File: config.mk
export PLATFORM = sky130hd
export DESIGN_NAME = alu_wide_seq
export DESIGN_NICKNAME = d
export VERILOG_FILES = /design/src/rtl/alu_wide_seq.sv
export SDC_FILE = /design/constraint.sdc
export NUM_CORES = 1
export LEC_CHECK = 0
export BUFFER_PORTS_ARGS = -buffer_cell sky130_fd_sc_hd__buf_2
export CAP_MARGIN = 40
export CORE_AREA = 2 2 84 166
export CTS_CLUSTER_DIAMETER = 50
export DETAILED_ROUTE_END_ITERATION = 12
export DIE_AREA = 0 0 86 168
export PLACE_DENSITY = 0.68
export SYNTH_ARGS = -nofsm -noshare
export SYNTH_HDL_FRONTEND = slang
export SYNTH_SLANG_ARGS = --single-unit
export TNS_END_PERCENT = 100
File: constraint.sdc
create_clock -name clk_i -period 2.1 [get_ports clk_i]
set_input_delay 0.105 -clock clk_i [delete_from_list [all_inputs] [get_ports clk_i]]
set_output_delay 0.105 -clock clk_i [all_outputs]
set_load 0.005 [all_outputs]
File: src/rtl/alu_wide_seq.sv
// Multi-word sequencer: runs one NWORDS x WIDTH operation through a shared
// WIDTH-bit ALU, LSW first, chaining carry and merging flags.
module alu_wide_seq #(
  parameter int WIDTH  = 16,
  parameter int NWORDS = 2
) (
  input  logic                      clk_i,
  input  logic                      rst_n_i,
  input  logic                      start_i,
  input  logic [2:0]                op_i,
  input  logic [NWORDS*WIDTH-1:0]   opa_i,
  input  logic [NWORDS*WIDTH-1:0]   opb_i,
  output logic                      busy_o,
  output logic                      done_o,
  output logic                      err_o,
  output logic [NWORDS*WIDTH-1:0]   result_o,
  output logic                      flag_v_o,
  output logic                      flag_c_o,
  output logic                      flag_n_o,
  output logic                      flag_z_o,
  output logic [2:0]                alu_s_o,
  output logic                      alu_cin_o,
  output logic [WIDTH-1:0]          alu_a_o,
  output logic [WIDTH-1:0]          alu_b_o,
  input  logic [WIDTH-1:0]          alu_g_i,
  input  logic                      alu_v_i,
  input  logic                      alu_c_i,
  input  logic                      alu_n_i,
  input  logic                      alu_z_i
);

  localparam int TW = NWORDS * WIDTH;
  localparam int KW = (NWORDS > 1) ? $clog2(NWORDS) : 1;
  localparam logic [KW-1:0] KLAST = KW'(NWORDS - 1);

  localparam logic [2:0] OP_ADD  = 3'b000;
  localparam logic [2:0] OP_SUB  = 3'b001;
  localparam logic [2:0] OP_AND  = 3'b010;
  localparam logic [2:0] OP_OR   = 3'b011;
  localparam logic [2:0] OP_XOR  = 3'b100;
  localparam logic [2:0] OP_NOT  = 3'b101;
  localparam logic [2:0] OP_PASS = 3'b110;
  localparam logic [2:0] OP_RSV  = 3'b111;

  typedef enum logic [1:0] {
    S_IDLE,
    S_RUN,
    S_FIN
  } state_t;

  state_t          state_q, state_d;
  logic [KW-1:0]   k_q, k_d;
  logic [2:0]      op_q, op_d;
  logic [TW-1:0]   opa_q, opa_d;
  logic [TW-1:0]   opb_q, opb_d;
  logic            carry_q, carry_d;
  logic            zacc_q, zacc_d;
  logic            err_q, err_d;
  logic [TW-1:0]   res_q, res_d;
  logic            fv_q, fv_d;
  logic            fc_q, fc_d;
  logic            fn_q, fn_d;
  logic            fz_q, fz_d;

  always_ff @(posedge clk_i or negedge rst_n_i) begin
    if (!rst_n_i) begin
      state_q <= S_IDLE;
      k_q     <= '0;
      op_q    <= '0;
      opa_q   <= '0;
      opb_q   <= '0;
      carry_q <= 1'b0;
      zacc_q  <= 1'b0;
      err_q   <= 1'b0;
      res_q   <= '0;
      fv_q    <= 1'b0;
      fc_q    <= 1'b0;
      fn_q    <= 1'b0;
      fz_q    <= 1'b0;
    end else begin
      state_q <= state_d;
      k_q     <= k_d;
      op_q    <= op_d;
      opa_q   <= opa_d;
      opb_q   <= opb_d;
      carry_q <= carry_d;
      zacc_q  <= zacc_d;
      err_q   <= err_d;
      res_q   <= res_d;
      fv_q    <= fv_d;
      fc_q    <= fc_d;
      fn_q    <= fn_d;
      fz_q    <= fz_d;
    end
  end

  always_comb begin
    state_d = state_q;
    k_d     = k_q;
    op_d    = op_q;
    opa_d   = opa_q;
    opb_d   = opb_q;
    carry_d = carry_q;
    zacc_d  = zacc_q;
    err_d   = err_q;
    res_d   = res_q;
    fv_d    = fv_q;
    fc_d    = fc_q;
    fn_d    = fn_q;
    fz_d    = fz_q;
    unique case (state_q)
      S_IDLE: begin
        if (start_i) begin
          op_d = op_i;
          if (op_i == OP_RSV) begin
            err_d   = 1'b1;
            state_d = S_FIN;
          end else begin
            err_d   = 1'b0;
            opa_d   = opa_i;
            opb_d   = opb_i;
            k_d     = '0;
            carry_d = 1'b0;
            zacc_d  = 1'b1;
            state_d = S_RUN;
          end
        end
      end
      S_RUN: begin
        for (int w = 0; w < NWORDS; w++) begin
          if (k_q == KW'(w)) begin
            res_d[w*WIDTH +: WIDTH] = alu_g_i;
          end
        end
        carry_d = alu_c_i;
        zacc_d  = zacc_q & alu_z_i;
        k_d     = k_q + 1'b1;
        // Only the top word's V/N are meaningful for the full-width value.
        if (k_q == KLAST) begin
          fc_d    = alu_c_i;
          fv_d    = alu_v_i;
          fn_d    = alu_n_i;
          fz_d    = zacc_q & alu_z_i;
          k_d     = '0;
          state_d = S_FIN;
        end
      end
      S_FIN: begin
        state_d = S_IDLE;
      end
      default: begin
        state_d = S_IDLE;
      end
    endcase
  end

  logic first_w;
  assign first_w = (k_q == '0);

  always_comb begin
    alu_s_o   = 3'b000;
    alu_cin_o = 1'b0;
    alu_a_o   = '0;
    alu_b_o   = '0;
    if (state_q == S_RUN) begin
      for (int w = 0; w < NWORDS; w++) begin
        if (k_q == KW'(w)) begin
          alu_a_o = opa_q[w*WIDTH +: WIDTH];
          alu_b_o = opb_q[w*WIDTH +: WIDTH];
        end
      end
      unique case (op_q)
        OP_ADD: begin
          alu_s_o   = 3'b001;
          alu_cin_o = first_w ? 1'b0 : carry_q;
        end
        OP_SUB: begin
          alu_s_o   = 3'b010;
          alu_cin_o = first_w ? 1'b1 : carry_q;
        end
        OP_AND:  alu_s_o = 3'b100;
        OP_OR:   alu_s_o = 3'b101;
        OP_XOR:  alu_s_o = 3'b110;
        OP_NOT:  alu_s_o = 3'b111;
        OP_PASS: alu_s_o = 3'b000;
        default: alu_s_o = 3'b000;
      endcase
    end
  end

  assign busy_o   = (state_q == S_RUN);
  assign done_o   = (state_q == S_FIN);
  assign err_o    = err_q;
  assign result_o = res_q;
  assign flag_v_o = fv_q;
  assign flag_c_o = fc_q;
  assign flag_n_o = fn_q;
  assign flag_z_o = fz_q;

endmodule

# == Word-level counts from Yosys, hierarchy flattened ==
# Index checks and enable logic that the tools add are counted.
# totals
register_bits,109
input_bits,90
output_inout_bits,75
word_cells,61
# op_classes
addsub,1
n_eq_ne,11
muxes,23
n_bitwise,3
n_reduce_logical,9
# ops
op,n
$mux 16,4
$pmux 3 s6,1
$eq 3x3->1 const B,3
$mux 1,9
$pmux 1 s2,4
$reduce_and 2->1,4
$eq 3x2->1 const B,2
$mux 2,3
$reduce_and 3->1,2
$ne 2x2->1 const B,2
$pmux 2 s2,1
$eq 3x1->1 const B,1
$logic_not 3->1,1
$mux 3,1
$eq 2x1->1 const B,1
$eq 2x2->1 const B,1
$logic_not 2->1,1
$ne 2x1->1 const B,1
$not 1->1,2
$reduce_bool 2->1,1
$add 1x1->1 const B,1
$and 1x1->1,1

# == Depth between registers and ports, before layout ==
# Gate-level depths: netlist of run 1.
# depth
ltp_word,4
mapped_depth,5
depth_no_buf,4

# == Least setup slack after synthesis of run 1 ==
# No wires, ideal clock.
# synth_timing
path_type,reg-to-reg
startpoint,reg state_q[1]
endpoint,reg res_q[10] (netlist: result_o[10])
setup_ps,125
arrival_time_ps,1449
required_ps,1975
slack_ps,527
path_stages_with_launch,5
n_path_buf,1
synth_period_minus_slack_ps,1573
cell_sequence,dfrtp_1 -> nand2b_1 -> nor2_2 -> buf_2 -> mux2_2
# synth_between
elab_chain_cells,2
# synth_lines
item,line,rtl
from (decl),51,"state_t state_q, state_d;"
from (signal assigned),81,state_q <= state_d;
$eq 2x1->1,111,unique case (state_q)
$reduce_and 2->1 (no line),--,
to (signal assigned),89,res_q <= res_d;
to (decl),59,"logic [TW-1:0] res_q, res_d;"
# Every way passes these cells.
# A chain may end at the register's enable or synchronous reset.

# == Final worst setup path of run 1 ==
# layout_timing
startpoint,reg state_q[1]
endpoint,out alu_s_o[2]
# layout_between
elab_chain_cells,2
# layout_lines
item,line,rtl
$eq 2x1->1,165,if (state_q == S_RUN) begin
$mux 3,165,
to (decl),21,"output logic [2:0] alu_s_o,"
# Every way passes these cells.

==> reports/qor.yml, run 1 <==
status: "finished, final reports clean"
start_util: 0.360
placed_cell_area_um2: 5790
die_x_um: 86
power.leakage_nw: 3.33
num_vias: 3429
coreArea_um2: 13300
holdBufCountCts: 66
synth_cells: 334
die_h_um: 168
grt_pass1_vias: 3553
fin_hold_ws_ns: 0.00962
num-nets-final: 662
port_buffers: 164
cts.sinks: 109
grt_overflow_total: 0
syn_avg_cell_area_um2: 14.3
layout_common_cells: "buf_2 (163), dfrtp_1 (108), dlygate4sd3_1 (69)"
ctsHtreeMaxLevel: 3
cts_tree: "done"
cts.clk_slew.worst_paths_ns: 0.06
finalNonFillerCells: 727
cts_post_setup_buffers_inserted: 0
clockRootBuffer: "clkbuf_16"
drc_errors: 0
rows: 60
gp_congestion: 0.743
drtIter0Drc: 113
grt_pass1_wl_mm: 17.5
grt_max_degree: 67
hpwlAfterDp_mm: 7.03
ios: 165
period_minus_slack_ns: 1.92
drt-pass1-iter-count: 4
ys_types: 30
yosysTopAreaCell: "dfrtp_1"
avgRoutedWirePerCell_um: 15.0
end_kind: "primary output"
final.period_utilization: 0.915
skew_ns: 0.00447
fill_cells: 1131
synthTopCellsByArea: "dfrtp_1 (57%), mux2_2 (15%), mux2_4 (9.4%), mux2i_1 (6.9%), nor2_1 (2.7%)"
clkLatencyLatePin_ns: 0.34
hp-class: "in -> reg"
crit_type: "reg -> out"
syn_area_um2: 4790
final_common_cell: "buf_2"
cts_buffers: 9
antenna_found_initial: 0
ys_warn_count: 0
fin_util: 0.508
ctsResizeCount: 0
worst_slew_pin_slew_ns: 0.587
grt_use_total: 0.154
area_growth_pct: 41.0
routed_wl_mm: 10.9
antenna_left: 0
critPathArrivalTime_ns: 1.82
antenna_cells: 0
drive_above_1_share: 0.495
crit_fanout: 38
avgViaCountPerCell: 4.72
hold_violations: 0
rsz0062_at_grt: "no"
ys_seq_area_frac: 0.570
setup_viol: 0
pwr_density_cell_nw_per_um2: 1390
peakVddDrop_uv: 685
dpl.cell_count: 644
cts_buffer_depth: 2
final_area_um2: 6750
syn_nets: 427
slew_viol_final: 0
synth.top_cell.area_share: 0.570
cap_viol_max_count: 0
design.die.area_um2: 14400
fin_tns_setup_ns: 0
fmax_mhz: 521
start_kind: "register"
worstPathRequired_ns: 2.00
slew_headroom: 0.609
ys_seq_elements: 109
## synth_stat cells
cell / number
dfrtp_1: 109
mux2_2: 62
nor2_1: 35
mux2i_1: 33
mux2_4: 30
buf_2: 9
nand2_1: 9
mux2_1: 8
o21ai_0: 6
buf_6: 4
clkbuf_1: 4
ha_1: 3
inv_1: 3
nand3_1: 3
a211oi_1: 1
a21oi_1: 1
a2bb2oi_1: 1
and2_1: 1
and3b_1: 1
buf_4: 1
nand2_2: 1
nand2b_1: 1
nand3b_1: 1
nand4_1: 1
nor2_2: 1
nor2b_1: 1
nor3b_4: 1
o21a_1: 1
o21bai_1: 1
xnor2_1: 1
## stage by stage
stage          setup slack, ns  power (W)
2_1_floorplan            0.527    0.00641
3_3_place_gp             0.464    0.00770
3_5_place_dp             0.428    0.00781
4_1_cts                  0.128    0.00949
5_1_grt                0.00468     0.0101
6_report                 0.179    0.00941
## power by group
group	switching (W)	internal, W	leakage, nW
clock	0.000703	0.000853	0.134
sequential	0.000636	0.00318	1.28
combinational	0.00167	0.00236	1.91
## flip-flops by register name, indices dropped and copies added, names as in the netlist, 2 cells and up
name / cells
opa_q: 32
opb_q: 32
result_o: 32
op_q: 3
state_q: 2
## logic make-up after synthesis
kind of cell / Yosys count / synth area share
xor gates and xnor gates: 1 / 0.00183
DFF: 109 / 0.570
AOI/OAI and AO/OA: 11 / 0.0139
muxes: 133 / 0.328
adders and majority gates: 3 / 0.00784
buffers and inverters: 21 / 0.0259
and+or+nand+nor: 56 / 0.0528
## layer usage
layer / part of all wire / vias to the layer above / track usage
met3: 0.070 / 8 / 0.0436
met5: 0 / - / 0
met1: 0.45 / 1651 / 0.202
met4: 0.010 / 0 / 0.0435
met2: 0.47 / 145 / 0.249
li1: - / 1625 / -
## final cells by class
class | instances | area (µm²) | share of cell area
clock buffers | 12 | 256 | 0.0380
inverters | 3 | 11.3 | 0.00167
clock inverters | 2 | 10.0 | 0.00148
well taps | 155 | 194 | 0.0287
flip-flops and latches | 109 | 2730 | 0.404
repair buffers | 242 | 1610 | 0.238
multi-input cells | 204 | 1940 | 0.288
## worst paths after layout
check / start / endpoint / slack, ns / depth (start not counted)
min: opa_i[14] / opa_q[14] / 0.01 / 2
min reg2reg: opb_q[15] / opb_q[15] / 0.50 / 1
max: state_q[1] / alu_s_o[2] / 0.18 / 5
min in group asynchronous: rst_n_i / result_o[18] / 0.31 / 2
max in group asynchronous: rst_n_i / opa_q[30] / 1.13 / 3
max reg2reg: state_q[0] / opa_q[14] / 0.42 / 4
## worst max-delay path: stages, from the launching register on
cell,delay (ns)
dfrtp_1,0.44
nand2b_2,0.17
buf_4,0.39
inv_1,0.16
and2_1,0.19
buf_2,0.12
No activity file was read; power rests on OpenSTA's default activity.
==> run 2, diff against run 1 <==
--- a/config.mk
+++ b/config.mk
@@ -7,10 +7,10 @@
 export LEC_CHECK = 0
 export BUFFER_PORTS_ARGS = -buffer_cell sky130_fd_sc_hd__buf_2
 export CAP_MARGIN = 40
-export CORE_AREA = 2 2 84 166
+export CORE_AREA = 10 10 92 174
 export CTS_CLUSTER_DIAMETER = 50
 export DETAILED_ROUTE_END_ITERATION = 12
-export DIE_AREA = 0 0 86 168
+export DIE_AREA = 0 0 102 184
 export PLACE_DENSITY = 0.68
 export SYNTH_ARGS = -nofsm -noshare
 export SYNTH_HDL_FRONTEND = slang
==> reports/qor.yml, run 2 (synthesis gave the netlist of run 1 again) <==
crit_slowest_cell: "dfrtp_1"
cts_buffer_depth: 2  # unchanged
p_seq_frac: 0.398  # -0.008
pwr_density_cell_nw_per_um2: 1410  # +0.90%
placed_cell_area_um2: 5790  # -0.11%
grt_max_degree: 89  # +33%
finalNonFillerCells: 728  # +0.14%
crit_type: "reg -> out"
gp_congestion: 0.762  # +2.6%
final.period_utilization: 0.861  # -0.0539
grt_overflow_total: 0  # unchanged
p_clk_frac: 0.165  # about the same
start_kind: "register"
rsz0062_at_grt: "no"
crit_path_max_incr_delay_ns: 0.44  # about the same
cp_num_buf_inv: 3  # unchanged
end_kind: "primary output"
hold_violations: 0  # unchanged
setup_viol: 0  # unchanged
start_util: 0.364  # +0.00405
dpl.cell_count: 639  # -0.78%
coreArea_um2: 13100  # -1.1%
routed_wl_mm: 13.0  # +19%
hpwlAfterDp_mm: 9.11  # +29%
drtIter0Drc: 82  # -27%
ctsHtreeMaxLevel: 3  # unchanged
status: "finished, final reports clean"
grt_pass1_wl_mm: 21.2  # +21%
report.power.total_w: 0.00957  # +1.6%
cts_post_setup_buffers_inserted: 0  # unchanged
final_area_um2: 6800  # +0.69%
p_comb_frac: 0.437  # +0.008
fin_util: 0.517  # +0.00923
port_buffers: 164  # unchanged
num-nets-final: 664  # +0.30%
cts.clk_slew.worst_paths_ns: 0.07  # about the same
grt_use_total: 0.144  # -0.0102
clkLatencyLatePin_ns: 0.34  # about the same
crit_family: "buffers and inverters"
num_vias: 3516  # +2.5%
crit_fanout: 38  # unchanged
fin_tns_setup_ns: 0  # unchanged
drc_errors: 0  # unchanged
layout_common_cells: "buf_2 (163), dfrtp_1 (108), dlygate4sd3_1 (73)"
antenna_left: 0  # unchanged
area_growth_pct: 42.0
peakVddDrop_uv: 647  # -5.5%
slew_viol_final: 0  # unchanged
skew_ns: 0.0126  # +0.00815 ns
ios: 165  # unchanged
drive_above_1_share: 0.492  # -0.00258
swShare: 0.332  # +0.0119
design.die.area_um2: 18800  # +30%
switchingPower_w: 0.00317  # +5.4%
worstPathRequired_ns: 2.00  # about the same
reg2reg_depth: 4  # unchanged
cts.sinks: 109  # unchanged
hp-class: "in -> reg"
holdPathStages: 2  # unchanged
cts_buffers: 9  # unchanged
cp.depth: 5  # unchanged
rows: 59  # -1.7%
avgRoutedWirePerCell_um: 17.9  # +19%
p_int_w: 0.00639  # -0.19%
die_h_um: 184  # +9.5%
avgViaCountPerCell: 4.83  # +2.4%
final_common_cell: "buf_2"
drt-pass1-iter-count: 4  # unchanged
period_minus_slack_ns: 1.81  # -0.113 ns
slew_headroom: 0.684  # +0.0755
cts_tree: "done"
cap_viol_max_count: 0  # unchanged
critPathArrivalTime_ns: 1.70  # -0.12 ns
die_x_um: 102  # +19%
power.leakage_nw: 3.34  # +0.30%
fmax_mhz: 553  # +6.3%
clockRootBuffer: "clkbuf_16"
grt_pass1_vias: 4158  # +17%
worst_slew_pin_slew_ns: 0.474  # -0.113 ns
path_cells: "nand2b_2 > buf_6 > inv_1 > and2_1 > buf_2"
antenna_found_initial: 1  # +1
## run 2: cell types whose count changed in the layout (fill, tap and decap cells not counted)
cell	change
inv_6	+2
diode_2	+1
buf_12	+1
clkinv_4	+2
dlygate4sd3_1	+4
clkbuf_8	-2
clkbuf_1	-1
buf_4	-4
clkinvlp_4	+1
clkinv_2	-1
buf_6	+1
## run 2: area by class of cell
class	count	area, µm²
inverters	3	11.3
flip-flops and latches	109	2730
diodes	1	2.50
clock inverters	6	47.5
clock buffers	9	225
multi-input cells	204	1940
repair buffers	244	1650
well taps	152	190
fillers	1160	6340
## run 2: layer usage
layer | vias to the layer above | wire length (µm) | GRT usage
li1 | 1628 | - | -
met1 | 1740 | 4460 | 0.136
met2 | 122 | 7390 | 0.270
met3 | 26 | 712 | 0.0380
met4 | 0 | 471 | 0.0783
met5 | - | 0 | 0
## run 2: worst paths after layout
path | startpoint | to | slack [ns]
worst max-delay path | state_q[1] | alu_s_o[2] | 0.29
worst min-delay path | opb_i[7] | opb_q[7] | 0.01
worst max register to register | state_q[0] | opb_q[14] | 0.44
worst min register to register | opb_q[13] | opb_q[13] | 0.49
max in group asynchronous | rst_n_i | k_q | 1.12
min in group asynchronous | rst_n_i | opb_q[21] | 0.20
## run 2: what timing repair did
item	4_1_cts	5_1_grt
endpoints found under the hold margin	106	0
endpoints found under the setup margin	0	2
gates resized for setup	0	1
hold buffers	73	0
## run 2: power by group through the flow
| stage | logic [W] | clock network (W) | registers (W) |
|---|---|---|---|
| final | 0.00418 | 0.00158 | 0.00380 |
| after global routing | 0.00463 | 0.00171 | 0.00395 |
| after CTS | 0.00428 | 0.00164 | 0.00380 |
| after detailed placement | 0.00417 | 0 | 0.00383 |
| after global placement | 0.00406 | 0 | 0.00376 |
| after floorplan | 0.00271 | 0 | 0.00370 |
## run 2: metrics by stage
step	hold WS, ns	setup WS (ns)
6_report	0.0136	0.292
5_1_grt	0.00384	0.116
4_1_cts	0.00105	0.112
3_5_place_dp	0.0236	0.438
3_3_place_gp	0.00908	0.471
2_1_floorplan	-0.191	0.527
